**src/rtl/axis_demux_1_2.sv**
```systemverilog
// axis_demux_1_2: packet-locked 1:2 AXI-Stream demux with a registered slice per output
module axis_demux_1_2 #(
  parameter int DW = 8
) (
  input  logic          clk,
  input  logic          rst,
  input  logic          sel,
  input  logic [DW-1:0] s_tdata,
  input  logic          s_tvalid,
  input  logic          s_tlast,
  output logic          s_tready,
  output logic [DW-1:0] m1_tdata,
  output logic          m1_tvalid,
  output logic          m1_tlast,
  input  logic          m1_tready,
  output logic [DW-1:0] m2_tdata,
  output logic          m2_tvalid,
  output logic          m2_tlast,
  input  logic          m2_tready,
  output logic          busy
);
  typedef enum logic {IDLE, PKT} state_t;
  state_t state, state_nxt;
  logic route_q, eff_route, acc, ld1, ld2;
  assign eff_route = (state == PKT) ? route_q : sel;
  // Only the selected slice gates the input, so a stalled idle output never blocks
  assign s_tready  = rst & (eff_route ? (~m1_tvalid | m1_tready) : (~m2_tvalid | m2_tready));
  assign acc       = s_tvalid & s_tready;
  assign ld1       = acc & eff_route;
  assign ld2       = acc & ~eff_route;
  assign busy      = (state == PKT);
  always_comb begin
    state_nxt = state;
    state_nxt = acc ? (s_tlast ? IDLE : PKT) : state;
  end
  always_ff @(posedge clk or negedge rst) begin
    if (!rst) begin
      state   <= IDLE;
      route_q <= 1'b0;
    end else begin
      state <= state_nxt;
      if (state == IDLE && acc && !s_tlast) route_q <= sel;
    end
  end
  always_ff @(posedge clk or negedge rst) begin
    if (!rst) begin
      m1_tdata  <= '0;
      m1_tlast  <= 1'b0;
      m1_tvalid <= 1'b0;
      m2_tdata  <= '0;
      m2_tlast  <= 1'b0;
      m2_tvalid <= 1'b0;
    end else begin
      if (ld1) begin
        m1_tdata  <= s_tdata;
        m1_tlast  <= s_tlast;
        m1_tvalid <= 1'b1;
      end else if (m1_tready) m1_tvalid <= 1'b0;
      if (ld2) begin
        m2_tdata  <= s_tdata;
        m2_tlast  <= s_tlast;
        m2_tvalid <= 1'b1;
      end else if (m2_tready) m2_tvalid <= 1'b0;
    end
  end
endmodule
```
**config.mk**
```make
export PLATFORM = sky130hd
export DESIGN_NAME = axis_demux_1_2
export DESIGN_NICKNAME = d
export VERILOG_FILES = /design/src/rtl/axis_demux_1_2.sv
export SDC_FILE = /design/constraint.sdc
export NUM_CORES = 1
export LEC_CHECK = 0
export BUFFER_PORTS_ARGS = -buffer_cell sky130_fd_sc_hd__buf_2
export CAP_MARGIN = 20
export CORE_ASPECT_RATIO = 1.5
export CORE_MARGIN = 10
export CORE_UTILIZATION = 42
export CTS_CLUSTER_DIAMETER = 200
export CTS_CLUSTER_SIZE = 30
export DETAILED_ROUTE_END_ITERATION = 16
export GPL_TIMING_DRIVEN = 0
export PLACE_DENSITY = 0.84
export SLEW_MARGIN = 10
export SYNTH_ARGS = -nofsm -noshare
export SYNTH_HDL_FRONTEND = slang
export SYNTH_SLANG_ARGS = --single-unit
```
**constraint.sdc**
```tcl
create_clock -name clk -period 1.45 [get_ports clk]
set_input_delay 0.145 -clock clk [delete_from_list [all_inputs] [get_ports clk]]
set_output_delay 0.145 -clock clk [all_outputs]
set_load 0.005 [all_outputs]
```
==> impl_metrics.json <==
{
  "antenna_found_initial": 0,
  "avgSynthCellArea_sq_um": 16.0,
  "die_area_sq_um": 4530,
  "synthTopCellsByCount": "dfrtp_1 (22), mux2_2 (11), mux2_4 (7)",
  "power_density_nw_per_um2": 1860,
  "power.total_mw": 2.45,
  "status": "finished with violations",
  "syn-instance-count": 58,
  "pwr-share-clk": 0.191,
  "ant_nets": 0,
  "wl_per_cell_microns": 18.3,
  "place_ws_ns": -0.390,
  "rsz0062_at_grt": "true",
  "ios": 37,
  "synth-seq-cells": 22,
  "leakagePower_nw": 0.654,
  "drc_errors": 0,
  "max_slew_margin": 0.375,
  "worst_pin_slew_ns": 0.935,
  "cts-root-buf": "clkbuf_4",
  "crit_start": "busy",
  "numPortBuffers": 36,
  "finalMaxSlewViolations": 0,
  "p_sw_frac": 0.273,
  "hold_start": "s_tdata[5]",
  "crit_family": "multiplexers",
  "pwr-share-comb": 0.393,
  "vias": 660,
  "synth.most_common_cell": "dfrtp_1",
  "grt_pass1_vias": 745,
  "first_pass_iters": 3,
  "cpMaxStageDelayCell": "dfrtp_1",
  "hpwl_mm": 1.57,
  "required_ns": 1.66,
  "synthesis.area_sq_um": 928,
  "synth.distinct_cells": 16,
  "die_height_microns": 77.6,
  "cts.path.max_buffers": 2,
  "synth_warnings": 0,
  "synth.largest_area_cell": "dfrtp_1",
  "failed_checks": "negative setup slack",
  "cts_max_level": 1,
  "synthToLayoutAreaGrowth_pct": 41.9,
  "drt-initial-drc-count": 5,
  "worst_ep_arrival_time_ns": 1.84,
  "cts_tree": "built",
  "synthArstFlopShare": 1.00,
  "synth_area_leaders": "dfrtp_1 (59%), mux2_2 (13%), mux2_4 (11%), buf_6 (2.4%), nor3b_4 (2.0%)",
  "initial_core_util": 0.447,
  "cp_slowest_stage_delay_ns": 0.43,
  "endpoint_kind": "flop",
  "numCtsBuffers": 3,
  "rows": 20,
  "grt_usage": 0.102,
  "netSwitchingPower_mw": 0.668,
  "min_period_over_period": 1.13,
  "drive_gt1_frac": 0.695,
  "crit_chain": "mux2i_4, nor3b_4, buf_6, mux2_4",
  "synth_flop_cell": "dfrtp_1",
  "viasPerCell": 5.20,
  "ir_drop_mv": 0.989,
  "hold_class": "in -> reg",
  "overflow": 0,
  "cts.clk_slew.worst_paths_ns": 0.12,
  "clock_latency_ns": 0.31,
  "die_w_microns": 58.4,
  "diodes": 0,
  "drv_cap": 0,
  "place.gp.congestion": 0.722,
  "clock-sinks": 22,
  "critPathMaxFanout": 5,
  "hold_viol_final": 0,
  "r2r_start": "busy",
  "fin_skew_ns": 0.00360,
  "synth_edf_count": 0,
  "worst-path-buf-inv": 1,
  "internal-power_mw": 1.78,
  "path_class": "reg -> reg",
  "yosysSeqAreaShare": 0.593,
  "start_kind": "flop",
  "synth_top_area_share": 0.593,
  "setup-violations-final": 20,
  "grt_pass1_wl_mm": 3.68,
  "fin_hold_ws_ns": 0.0693,
  "timing.fmax_mhz": 611,
  "synth.net_count": 73,
  "fin_crit_ns": 1.64,
  "setup_ws_ns": -0.186,
  "nets": 121,
  "core_area_sq_um": 2080,
  "sequentialPowerShare": 0.417,
  "wirelength_mm": 2.33,
  "grt_max_degree": 23,
  "fin_tns_setup_ns": -2.90
}
==> final timing paths <==
| kind | slack (ns) | to | depth (start not counted) |
|---|---|---|---|
| max | -0.19 | m2_tdata[2] | 4 |
| min | 0.07 | m1_tdata[5] | 2 |
| max reg2reg | -0.19 | m2_tdata[2] | 4 |
| min reg2reg | 0.52 | m1_tdata[2] | 1 |
| max in group asynchronous | 0.37 | m1_tdata[1] | 2 |
| min in group asynchronous | 0.52 | route_q | 2 |
==> timing repair <==
item	4_1_cts	5_1_grt
hold buffers	1	0
endpoints found under the setup margin	22	21
cloned	0	2
buffers inserted	4	0
pin swaps	2	1
endpoints found under the hold margin	22	0
gates resized for setup	6	11
==> area by class of cell <==
cell class	instances	area, sq um
fillers	165	759
flip-flops and latches	22	551
multi-input cells	34	412
repair buffers	43	253
clock inverters	1	30.0
well taps	22	27.5
clock buffers	3	22.5
plain buffers	2	22.5
==> per-stage QoR <==
stage	area [sq um]	utilization	instances
2_1_floorplan	951	-	58
3_3_place_gp	1160	0.558	116
3_5_place_dp	1160	0.558	116
4_1_cts	1270	0.614	125
5_1_grt	1320	0.634	127
6_report	1320	0.634	127
==> registers in the layout (all words and copies together) (netlist names) <==
name / flops
m1_tdata: 8
m2_tdata: 8
busy: 1
m1_tlast: 1
m1_tvalid: 1
m2_tlast: 1
m2_tvalid: 1
route_q: 1
==> placed cells by master, fill, tap and decap left out <==
cell           Yosys  routed
and2_1             1       1
buf_2              0      35
buf_4              0       3
buf_6              2       6
bufinv_16          0       1
clkbuf_4           0       3
dfrtp_1           22      22
dlygate4sd3_1      0       1
mux2_2            11       1
mux2_4             7      17
mux2i_1            1       1
mux2i_4            0       1
nand2_1            2       2
nor2b_1            2       2
nor3_4             0       1
nor3b_4            1       1
nor4_1             1       1
o21ai_0            2       1
o21ai_2            0       1
o31a_2             1       1
o41ai_1            1       1
or2_2              2       2
==> power by group through the flow <==
| stage | logic [mW] | registers [mW] | clock network (mW) |
|---|---|---|---|
| finish | 0.960 | 1.02 | 0.466 |
| floorplan | 0.440 | 1.05 | 0 |
| global route | 1.04 | 1.05 | 0.506 |
| detailed placement | 0.843 | 1.03 | 0 |
| CTS | 0.940 | 1.01 | 0.472 |
| global placement | 0.824 | 1.01 | 0 |
==> metal layers <==
layer / vias to the layer above / wire length [microns] / part of all wire / track usage
met4: 0 / 64 / 0.028 / 0.0708
met1: 334 / 896 / 0.39 / 0.105
met5: - / 0 / 0 / 0
met3: 5 / 134 / 0.058 / 0.0293
met2: 22 / 1230 / 0.53 / 0.170
li1: 299 / - / - / -
==> kinds of logic (layout without fill, tap and decap cells) <==
family          after synthesis  after routing  synth area share
buf+inv                       2             49            0.0243
simple gates                 10             10            0.0795
mux                          20             20             0.272
compound gates                4              4            0.0310
flops                        22             22             0.593
==> worst reg2reg max path, delay by kind of cell, from the launching register on <==
family	cells	cell delay [ns]
DFF	1	0.43
buffers and inverters	1	0.19
muxes	2	0.60
and+or+nand+nor	1	0.32
(Power assumes the default switching activity.)
